$ cat src/rtl/tug_pkg.sv
// Shared types for the tug-of-war game controller: round result codes,
// controller states and the rope centre index.
package tug_pkg;

    typedef enum logic [1:0] {
        NONE  = 2'd0,
        LEFT  = 2'd1,
        RIGHT = 2'd2
    } winner_t;

    typedef enum logic [1:0] {
        PLAY       = 2'd0,
        HOLD       = 2'd1,
        MATCH_OVER = 2'd2
    } state_t;

    function automatic int centre_idx(input int n_lights);
        return (n_lights - 1) / 2;
    endfunction

endpackage

$ cat src/rtl/score_counter.sv
// Per-player score register: increments on a one-cycle inc pulse and
// saturates at all-ones instead of wrapping.
module score_counter #(
    parameter int SCORE_W = 3
) (
    input  logic               clk,
    input  logic               reset,
    input  logic               inc,
    output logic [SCORE_W-1:0] count
);

    // NOTE: sequential state is always assigned with <= so every flop samples
    // the pre-edge values; blocking assignments here would create order races.
    always_ff @(posedge clk or posedge reset) begin
        if (reset) begin
            count <= '0;
        end else if (inc && (count != '1)) begin
            count <= count + SCORE_W'(1);
        end
    end

endmodule

$ cat src/rtl/tug_of_war_ctrl.sv
// Tug-of-war game controller: moves a one-hot rope light toward the pulling
// player, awards points off either edge, holds the result, then re-centres.
module tug_of_war_ctrl
    import tug_pkg::*;
#(
    parameter int N_LIGHTS    = 9,
    parameter int HOLD_CYCLES = 4,
    parameter int WIN_SCORE   = 7,
    parameter int SCORE_W     = 3
) (
    input  logic                clk,
    input  logic                reset,
    input  logic                l_press,
    input  logic                r_press,
    output logic [N_LIGHTS-1:0] lights,
    output logic [1:0]          winner,
    output logic                point,
    output logic [SCORE_W-1:0]  l_score,
    output logic [SCORE_W-1:0]  r_score,
    output logic                match_over
);

    localparam int C      = centre_idx(N_LIGHTS);
    localparam int POS_W  = $clog2(N_LIGHTS);
    localparam int HOLD_W = (HOLD_CYCLES > 1) ? $clog2(HOLD_CYCLES) : 1;

    localparam logic [POS_W-1:0]   POS_LEFT   = POS_W'(N_LIGHTS - 1);
    localparam logic [POS_W-1:0]   POS_CENTRE = POS_W'(C);
    localparam logic [HOLD_W-1:0]  HOLD_LOAD  = HOLD_W'(HOLD_CYCLES - 1);
    localparam logic [SCORE_W-1:0] SCORE_MAX  = '1;
    localparam logic [SCORE_W-1:0] SCORE_WIN  = SCORE_W'(WIN_SCORE);

    state_t                state_q, state_d;
    logic [POS_W-1:0]      pos_q, pos_d;
    logic [HOLD_W-1:0]     hold_q, hold_d;
    winner_t               winner_q, winner_d;
    logic [N_LIGHTS-1:0]   lights_q, lights_d;
    logic                  point_q, point_d;
    logic                  match_q, match_d;

    logic                  pull_l, pull_r, win_l, win_r, match_won;
    logic [SCORE_W-1:0]    l_after, r_after;

    // Simultaneous presses cancel; presses only count while the round is live.
    assign pull_l = (state_q == PLAY) && l_press && !r_press;
    assign pull_r = (state_q == PLAY) && r_press && !l_press;
    assign win_l  = pull_l && (pos_q == POS_LEFT);
    assign win_r  = pull_r && (pos_q == '0);

    assign l_after   = (l_score == SCORE_MAX) ? l_score : l_score + SCORE_W'(1);
    assign r_after   = (r_score == SCORE_MAX) ? r_score : r_score + SCORE_W'(1);
    assign match_won = (win_l && (l_after == SCORE_WIN)) || (win_r && (r_after == SCORE_WIN));

    score_counter #(.SCORE_W(SCORE_W)) u_l_score (
        .clk   (clk),
        .reset (reset),
        .inc   (win_l),
        .count (l_score)
    );

    score_counter #(.SCORE_W(SCORE_W)) u_r_score (
        .clk   (clk),
        .reset (reset),
        .inc   (win_r),
        .count (r_score)
    );

    always_ff @(posedge clk or posedge reset) begin
        if (reset) begin
            state_q  <= PLAY;
            pos_q    <= POS_CENTRE;
            hold_q   <= '0;
            winner_q <= NONE;
            lights_q <= N_LIGHTS'(1) << C;
            point_q  <= 1'b0;
            match_q  <= 1'b0;
        end else begin
            state_q  <= state_d;
            pos_q    <= pos_d;
            hold_q   <= hold_d;
            winner_q <= winner_d;
            lights_q <= lights_d;
            point_q  <= point_d;
            match_q  <= match_d;
        end
    end

    // NOTE: every variable gets its hold value first, so no path through the
    // case leaves it unassigned and no latch is inferred.
    always_comb begin
        state_d = state_q;
        pos_d   = pos_q;
        hold_d  = hold_q;
        unique case (state_q)
            PLAY: begin
                if (win_l || win_r) begin
                    state_d = match_won ? MATCH_OVER : HOLD;
                    hold_d  = HOLD_LOAD;
                end else if (pull_l) begin
                    pos_d = pos_q + POS_W'(1);
                end else if (pull_r) begin
                    pos_d = pos_q - POS_W'(1);
                end
            end
            HOLD: begin
                if (hold_q == '0) begin
                    state_d = PLAY;
                    pos_d   = POS_CENTRE;
                end else begin
                    hold_d = hold_q - HOLD_W'(1);
                end
            end
            MATCH_OVER: ;
            default: state_d = PLAY;
        endcase
    end

    always_comb begin
        lights_d = (state_d == PLAY) ? (N_LIGHTS'(1) << pos_d) : '0;
        point_d  = win_l || win_r;
        match_d  = match_q || (state_d == MATCH_OVER);
        winner_d = winner_q;
        if (win_l) begin
            winner_d = LEFT;
        end else if (win_r) begin
            winner_d = RIGHT;
        end else if ((state_q == HOLD) && (hold_q == '0)) begin
            winner_d = NONE;
        end
    end

    assign lights     = lights_q;
    assign winner     = winner_q;
    assign point      = point_q;
    assign match_over = match_q;

endmodule

$ cat config.mk
export PLATFORM = sky130hd
export DESIGN_NAME = tug_of_war_ctrl
export DESIGN_NICKNAME = d
export VERILOG_FILES = /design/src/rtl/tug_pkg.sv /design/src/rtl/score_counter.sv /design/src/rtl/tug_of_war_ctrl.sv
export SDC_FILE = /design/constraint.sdc
export NUM_CORES = 1
export LEC_CHECK = 0
export CAP_MARGIN = 20
export CORE_MARGIN = 1.5
export CORE_UTILIZATION = 30
export CTS_CLUSTER_DIAMETER = 150
export DETAILED_ROUTE_END_ITERATION = 12
export SETUP_SLACK_MARGIN = 0.3
export SLEW_MARGIN = 10
export SYNTH_ARGS = -nofsm -noshare
export SYNTH_HDL_FRONTEND = slang
export SYNTH_HIERARCHICAL = 1
export SYNTH_SLANG_ARGS = --single-unit
$ cat constraint.sdc
create_clock -name clk -period 2.1 [get_ports clk]
set_input_delay 0.525 -clock clk [delete_from_list [all_inputs] [get_ports clk]]
set_output_delay 0.525 -clock clk [all_outputs]
set_load 0.05 [all_outputs]
* After elaboration in Yosys (flattened, before gate mapping)
Index checks and enable logic that the tools add are counted.
Word-level totals: word-level logic and storage cells 68, bits in writable memories 0, ROM bits 0, latch bits 0, memories kept 0, bits in registers 27, output and inout port bits 19, input bits 4
Operators by class: add/subtract/negate cells 5, $lt $le $gt $ge 0, div/mod/pow operators 0, reduce and logical (&&, ||, !) cells 23, multiplexer cells 18, shift-type cells 1, $mul 0, equal/unequal tests 12, bitwise logic cells 0
Operator list (number):
- $mux 2 | 8
- $mux 4 | 4
- $eq 3x3->1 const B | 4
- $logic_and 1x1->1 | 11
- $mux 9 | 1
- $shl 1x4->9 const A | 1
- $pmux 4 s2 | 1
- $add 3x1->3 const B | 2
- $logic_not 2->1 | 3
- $mux 3 | 2
- $ne 3x3->1 const B | 2
- $pmux 2 s3 | 1
- $add 4x1->4 const B | 1
- $eq 2x2->1 const B | 2
- $eq 4x4->1 const B | 1
- $logic_not 4->1 | 1
- $ne 2x2->1 const B | 2
- $pmux 2 s2 | 1
- $sub 4x1->4 const B | 1
- $logic_or 1x1->1 | 3
- $reduce_and 3->1 | 1
- $reduce_bool 3->1 | 1
- $eq 2x1->1 const B | 1
- $logic_not 1->1 | 2
- 2 further kinds | 2

* Depth between registers and ports, before layout
Gate-level depths: netlist of the first run.
depth after elaboration 11, gate-level depth with buffers 7, gate-level depth less buffers 7

* Modules after synthesis
The synthesis of the first run kept the hierarchy.
Modules (own cells, without submodules):
- tug_of_war_ctrl | seq. area each 528.0 µm², instances 1, cells each 137, area each 1355.0 µm²
- score_counter | seq. area each 75.1 µm², instances 2, cells each 10, area each 156.4 µm²

* Worst setup path after synthesis of the first run
OpenSTA, ideal clock, no wires.
path kind register -> register, start point register u_r_score.count[0], end point register lights_q[5] (netlist: lights[5]), path buffers 0, clock period less this slack 2371 ps, cell stages (with the launch flop) 7, setup slack -271 ps, setup time 121 ps, arrival 2249 ps, data required time 1979 ps, path through dfrtp_1 ha_1 or4bb_1 nand3_1 a221oi_1 o211ai_1 and4bb_2
Between the ends: cells in the longest elaborated chain, start to end 10, elaborated cells between the ends (all ways) 11, classes of those cells add/sub: 1; eq/ne: 2; mux: 5; reduce/logical: 3
RTL lines:
- start, declared | RTL line score_counter.sv:9 | output logic [SCORE_W-1:0] count
- start signal, assigned | RTL line score_counter.sv:18 | count <= count + SCORE_W'(1);
- $add 3x1->3 / $eq 3x3->1 (equally long branches) | RTL line tug_of_war_ctrl.sv:51 | assign r_after = (r_score == SCORE_MAX) ? r_score : r_score + SCORE_W'(1);
- $mux 3 * | RTL line tug_of_war_ctrl.sv:51
- $eq 3x3->1 * | RTL line tug_of_war_ctrl.sv:52 | assign match_won = (win_l && (l_after == SCORE_WIN)) || (win_r && (r_after == SCORE_WIN));
- $logic_and 1x1->1 * | RTL line tug_of_war_ctrl.sv:52
- $logic_or 1x1->1 * | RTL line tug_of_war_ctrl.sv:52
- $mux 2 * | RTL line tug_of_war_ctrl.sv:97 | state_d = match_won ? MATCH_OVER : HOLD;
- $mux 2 * | RTL line tug_of_war_ctrl.sv:96 | if (win_l || win_r) begin
- $pmux 2 s3 * | RTL line tug_of_war_ctrl.sv:94 | unique case (state_q)
- $logic_not 2->1 * | RTL line tug_of_war_ctrl.sv:119 | lights_d = (state_d == PLAY) ? (N_LIGHTS'(1) << pos_d) : '0;
- $mux 9 * | RTL line tug_of_war_ctrl.sv:119
- named net lights_d[5] | RTL line tug_of_war_ctrl.sv:37 | logic [N_LIGHTS-1:0] lights_q, lights_d;
- end signal, assigned | RTL line tug_of_war_ctrl.sv:74 | lights_q <= N_LIGHTS'(1) << C;
- end signal, assigned | RTL line tug_of_war_ctrl.sv:82 | lights_q <= lights_d;
- end, declared | RTL line tug_of_war_ctrl.sv:37
The timed path passes the listed nets; every way through them passes the cells marked *. A chain may end at the register's enable or synchronous reset.

* Final worst setup path of the first run
start point register state_q[0], end point register lights_q[7] (netlist: lights[7])
Between the ends: cells in the longest elaborated chain, start to end 11, elaborated cells between the ends (all ways) 24, classes of those cells eq/ne: 2; shift: 1; mux: 9; reduce/logical: 12
RTL lines:
- start, declared | RTL line tug_of_war_ctrl.sv:33 | state_t state_q, state_d;
- start signal, assigned | RTL line tug_of_war_ctrl.sv:78 | state_q <= state_d;
- $logic_not 2->1 | RTL line tug_of_war_ctrl.sv:45, tug_of_war_ctrl.sv:46, tug_of_war_ctrl.sv:94
- $logic_and 1x1->1, on equally long branches (2 in a row) | RTL line tug_of_war_ctrl.sv:45, tug_of_war_ctrl.sv:46
- $logic_and 1x1->1, on equally long branches | RTL line tug_of_war_ctrl.sv:47, tug_of_war_ctrl.sv:48
- $logic_and 1x1->1 | RTL line tug_of_war_ctrl.sv:52
- $logic_or 1x1->1 | RTL line tug_of_war_ctrl.sv:52
- $mux 2 | RTL line tug_of_war_ctrl.sv:97
- $mux 2 | RTL line tug_of_war_ctrl.sv:96
- $pmux 2 s3 | RTL line tug_of_war_ctrl.sv:94
- $logic_not 2->1 | RTL line tug_of_war_ctrl.sv:119
- $mux 9 * | RTL line tug_of_war_ctrl.sv:119
- named net lights_d[7] | RTL line tug_of_war_ctrl.sv:37
Marked as above.

==> results of run 1 <==
==> per-layer routing <==
layer	up-vias	wire length [um]
met5	-	0
met4	0	81
met3	7	84
met2	25	2730
met1	799	2320
li1	747	-
==> layout by cell type (no fill, tap or decap), types with 2 or more instances in the layout <==
cell type	instances
and3b_1	2
o21a_1	2
nand3b_1	3
dlygate4sd2_1	12
a22o_2	2
dfstp_2	2
o211ai_1	2
nor2b_1	2
ha_1	7
a211oi_2	2
mux2_4	4
nor4b_2	6
dfrtp_2	6
dfrtp_1	19
o21ai_0	2
or2_2	2
nor2_1	2
inv_1	7
or4bb_1	4
buf_4	57
nand3_2	3
clkinvlp_4	2
or4b_4	2
buf_6	9
and4bb_2	2
nand4_1	4
a311oi_2	2
nor3b_1	2
clkbuf_8	3
nor2_4	3
inv_2	2
nor4_1	3
a21o_1	2
ha_4	3
nand2_1	8
nor4_4	2
nor2b_4	3
==> power by group <==
group          switching [mW]  total (mW)  internal [mW]
sequential              0.145       0.868          0.723
clock                   0.174       0.309          0.135
combinational            1.56        2.88           1.32
==> worst paths after layout <==
kind	slack, ps	endpoint	from	cells past startpoint
worst max-delay path	-80	lights[7]	state_q[0]	5
min in group clk	500	match_over	match_over	1
worst max register to register	-80	lights[7]	state_q[0]	5
worst min register to register	500	match_over	match_over	1
worst min-delay path	470	u_l_score/count[0]	reset	2
max in group asynchronous	1170	pos_q[2]	reset	3
==> final cells by class <==
type                       count  area (um2)
timing repair buffer          81         661
sequential                    27         686
inverter                      10        41.3
fill                         450        2490
tap                           70        87.6
clock buffer                   3        41.3
clock inverter                 1        7.51
multi-input combinational    113        1220
==> state kept, by name, summed over array words and instances (netlist names) <==
register and cells:
hold_q 2, lights 9, match_over 1, point 1
pos_q 4, state_q 2, u_l_score/count 3, u_r_score/count 3
winner 2
==> kinds of logic (layout without fill, tap and decap cells) <==
logic type,Yosys count,in the layout,synth area share
AO/OA/AOI/OAI,28,28,0.134
XOR/XNOR,2,2,0.0105
adder cells (fa/ha/maj),10,10,0.0750
buffers and inverters,17,95,0.0398
flip-flops,27,27,0.407
multiplexers,5,5,0.0420
AND/OR/NAND/NOR,68,68,0.292
==> stage by stage <==
stage                     power (mW)  setup WS (ps)  std cells  TNS, ps
after detailed placement        3.24           -771        292   -12650
after floorplan                 2.24           -109        157     -445
after CTS                       3.84          -49.6        301     -369
after global placement          3.15           -694        292   -11450
after global routing            4.29           -137        305    -1260
final                           4.05          -77.8        305     -394
==> repair_timing <==
item / in CTS / in global routing
pin swaps: 16 / 12
gates cloned: 0 / 0
resized for setup: 54 / 21
buffers inserted: 5 / 4
setup endpoints to repair: 38 / 23
==> flow_summary.ini, run 1 <==
[yosys]
syn_nets = 171
syn_inst = 157
synth_seq_area_share = 0.407
ys_types = 51
yosysTopAreaCell = dfrtp_1
yosysMostFrequentCell = dfrtp_1
synth.avg_cell_area_um2 = 10.6
asyncSetResetFlopFracSynth = 1.00
ys_top_cells_by_count = dfrtp_1 (25), ha_1 (10), inv_1 (10), nand2_1 (9), nor4_1 (6)
synth-edff-count = 0
synth_top_area_frac = 0.375
synth-main-ff-cell = dfrtp_1
ys_ff_latch = 27
synth_top_cells_by_area = dfrtp_1 (38%), ha_1 (7.5%), mux2_4 (3.6%)
synth_warnings = 6
netlist_area_um2 = 1670

[timing]
maxSlewHeadroom = 0.666
min_period_over_period = 1.04
fmax_mhz = 459
hold_ws_ps = 473
timing.final.ws_setup_ps = -77.8
rsz0062_at_grt = yes
finalSetupViolations = 10
min_period_ps = 2180
tightest_slew_ps = 503
fin_skew_ps = 5.66
slew_viol_final = 0
final_hold_viol_count = 0

[floorplanning]
die_w_um = 77.6
start_util = 0.318
io-pin-count = 23
core-area_um2 = 5240
rows = 26
die_y_um = 77.6
design.die.area_um2 = 6020

[layout]
syn_to_final_growth_pct = 64.7
nNetsFinal = 250
post-route-util = 0.525
drive_gt1_frac = 0.583
n_antenna_cell = 0
final_area_um2 = 2750

[worst_setup_path]
cp_cell_sequence = or4b_4, or4_4, a41oi_4, o211ai_4, and4bb_2
path_max_fanout = 6
startpoint_type = flip-flop
crit_arrival_ps = 2400
path_buf_inv = 0
crit_required_ps = 2330
end_kind = flip-flop
critPathKind = flip-flop to flip-flop
slowest_delay_ps = 540
crit_family = simple AND/OR/NAND/NOR gates
crit_slowest_cell = or4b_4

[global_routing]
overflow = 0
first_global_vias = 1729
antenna_found_initial = 0
grt_use_met2 = 0.320
grtUsageMet3 = 0.0188
grtUsageMet1 = 0.222
track_usage = 0.179
grt_pass1_wl_mm = 8.43
top_usage_layer = met2
grt_max_degree = 22

[route]
wirelength_mm = 5.21
first_iter_violations = 80
wl_per_cell_um = 17.1
drc_errors = 0
ant_nets = 0
via_per_inst = 5.17
dr.pass1.iters = 4
routed-via-count = 1578

[run_status]
violations = negative setup slack
status = finished with violations

[clock_network]
cts.clk_slew.worst_paths_ps = 100
clk_path_buf_depth = 2
cts_root_buffer = clkbuf_8
h-tree-depth = 1
cts_buffers = 3
hold_buffers = 0
cts_tree = built
cts.sinks = 27
clock_latency_ps = 280

[place]
gp_congestion = 0.920
portBuffers = 22
dpl.hpwl_mm = 3.64
place_area_um2 = 2390

[hold_path]
worstHoldPathType = input port to asynchronous set/reset pin

[pwr]
powerDensity_nw_per_um2 = 1470
ir_drop_uv = 1050
leakage_nw = 1.27

[job]
max_cap_violations = 0
No activity file was read; power rests on OpenSTA's default activity.
==> inputs of run 2 (changes only) <==
Settings changed: SYNTH_HIERARCHICAL 1 to not set.
==> run 2 against run 1 <==
The flow still finishes with violations (negative setup slack). Critical path type unchanged. Clock power down 4%. Core utilization down 6.8 points. Area after synthesis down 6.2%. Worst setup slack better by 66 ps. Critical path depth unchanged. Cell area down 16%. Global-route usage down 3.7 points. Die area down 5.9%.
==> flow_summary.ini, run 2 <==
[worst_setup_path]
crit_slowest_cell = or4b_4
rr_startpoint = state_q[0]
end_kind = flip-flop
startpoint_type = flip-flop
critPathKind = flip-flop to flip-flop
reg2reg_depth = 5
rr_endpoint = lights[7]
r2r_slack_ps = -10
path_buf_inv = 0
crit_family = simple AND/OR/NAND/NOR gates
cp_cell_sequence = or4b_4, or4_4, nand4bb_4, o2111ai_4, nor3b_2
crit_required_ps = 2280
path_max_fanout = 8
slowest_delay_ps = 520
critical_path_depth = 5
crit_arrival_ps = 2290

[yosys]
ys_types = 47
asyncSetResetFlopFracSynth = 1.00
synth_top_family_by_area = simple AND/OR/NAND/NOR gates
synth_top_cells_by_area = dfrtp_1 (40%), ha_1 (7.2%), o21ai_0 (3.8%)
synth_xor_area_frac = 0.0168
synth-main-ff-cell = dfrtp_1
synth-edff-count = 0
synthMuxAreaShare = 0.0360
synth_warnings = 0
synth_top_area_frac = 0.400
synth_seq_area_share = 0.433
yosys.area_share.simple = 0.238
ys_top_cells_by_count = dfrtp_1 (25), o21ai_0 (12), nand2_1 (11), inv_1 (10), ha_1 (9)
syn_inst = 149
yosysMostFrequentCell = dfrtp_1
yosysTopAreaCell = dfrtp_1
synth-adder-area-share = 0.0719
synth_compound_area_frac = 0.150
syn_nets = 162
netlist_area_um2 = 1570
ys_ff_latch = 27
synth.avg_cell_area_um2 = 10.5

[timing]
fin_skew_ps = 10.8
timing.final.ws_setup_ps = -12.0
min_period_over_period = 1.01
min_period_ps = 2110
fmax_mhz = 473
finalSetupViolations = 1
rsz0062_at_grt = yes
tightest_slew_ps = 497
maxSlewHeadroom = 0.670
final_hold_viol_count = 0
slew_viol_final = 0
hold_ws_ps = 483

[layout]
largest_register_ff_count = 9
final_area_um2 = 2320
drive_gt1_frac = 0.447
post-route-util = 0.457
n_antenna_cell = 0
nNetsFinal = 220
final_cell_mix = buf_4 (34), dfrtp_1 (21), dlygate4sd2_1 (13)
syn_to_final_growth_pct = 48.0
stdcell_count = 276
layout_commonest_cell = buf_4

[floorplanning]
rows = 26
die_y_um = 75.2
core-area_um2 = 5070
design.die.area_um2 = 5660
die_w_um = 75.2
start_util = 0.308
io-pin-count = 23

[clock_network]
cts_tree = built
clock_latency_ps = 270
hold_buffers = 0
cts.clk_slew.worst_paths_ps = 100
cts_root_buffer = clkbuf_8
clk_path_buf_depth = 2
cts.sinks = 27
cts_buffers = 3
h-tree-depth = 1

[hold_path]
hold-path-cell-count = 1
hold_end = match_over
worstHoldPathType = flip-flop to flip-flop
min_from = match_over

[global_routing]
grtUsageMet3 = 0.0335
grt_pass1_wl_mm = 6.14
grt_use_met2 = 0.269
grtUsageMet1 = 0.155
overflow = 0
antenna_found_initial = 0
track_usage = 0.141
first_global_vias = 1384
grt_max_degree = 28
top_usage_layer = met2

[place]
gp_congestion = 0.895
place_inst = 258
portBuffers = 22
place_ws_ps = -586
dpl.hpwl_mm = 2.72
place_area_um2 = 2080

[route]
wl_per_cell_um = 13.2
dr.pass1.iters = 4
wirelength_mm = 3.64
via_per_inst = 4.81
first_iter_violations = 61
ant_nets = 0
routed-via-count = 1327
drc_errors = 0

[pwr]
powerDensity_nw_per_um2 = 1460
internal_power_mw = 1.79
sw_frac_of_total = 0.470
power_switching_mw = 1.59
clkPwrFrac = 0.088
seqPwrFrac = 0.266
ir_drop_uv = 725
leakage_nw = 1.08
comb_power_share = 0.646

[job]
max_cap_violations = 0

[run_status]
status = finished with violations
violations = negative setup slack
-- run 2: cell types whose count changed after synthesis, sizes merged, moves of 3 or more --
cell    change
buf         +4
nor3b       +4
nor4        -4
o21ai       +8
clkbuf      -5
nand4       -4
nor2b       -3
or4bb       -4
nor4b       -6
-- run 2: timing repair --
item                                    CTS  global route
pin swaps                                11            10
setup buffers                             9             5
endpoints found under the hold margin     0             0
gates resized for setup                  34            21
endpoints found under the setup margin   40            22
-- run 2: final cells by class --
cell class	instances	area (um2)
Multi-Input combinational cell	106	973
Fill cell	482	2760
Tap cell	70	87.6
Sequential cell	27	683
Clock buffer	4	45.0
Timing Repair Buffer	59	488
Inverter	10	40.0
-- run 2: per-stage QoR --
step	total power, mW	TNS (ps)
2_1_floorplan	2.27	-962
3_3_place_gp	2.81	-6610
3_5_place_dp	2.87	-7230
4_1_cts	3.23	-161
5_1_grt	3.62	-231
6_report	3.38	-12.0
-- run 2: logic make-up after synthesis --
| kind of cell | Yosys count |
|---|---|
| AND/OR/NAND/NOR | 57 |
| AO/OA/AOI/OAI | 32 |
| flip-flops | 27 |
| adder cells (fa/ha/maj) | 9 |
| multiplexers | 5 |
| XOR/XNOR | 3 |
| buffers and inverters | 16 |
-- run 2: worst max path at each step --
stage                           from        end  slack, ps
final                     state_q[0]  lights[7]        -10
after detailed placement     l_press  lights[7]       -590
after floorplan              l_press  lights[1]       -110
after global routing      state_q[0]  lights[7]        -80
after CTS                 state_q[1]  lights[7]        -30
after global placement       l_press  lights[0]       -520
-- run 2: routing by layer --
metal	part of all wire	routed length, um	vias up
met3	0.048	175	8
met5	0	0	-
met2	0.52	1910	39
met1	0.41	1490	628
met4	0.017	62	0
li1	-	-	652
-- run 2: power groups by stage --
stage	Combinational (mW)	Clock, mW	Sequential, mW
after detailed placement	1.96	0	0.914
after global routing	2.37	0.321	0.923
final	2.18	0.297	0.899
after floorplan	0.974	0	1.29
after CTS	2.03	0.298	0.893
after global placement	1.90	0	0.902
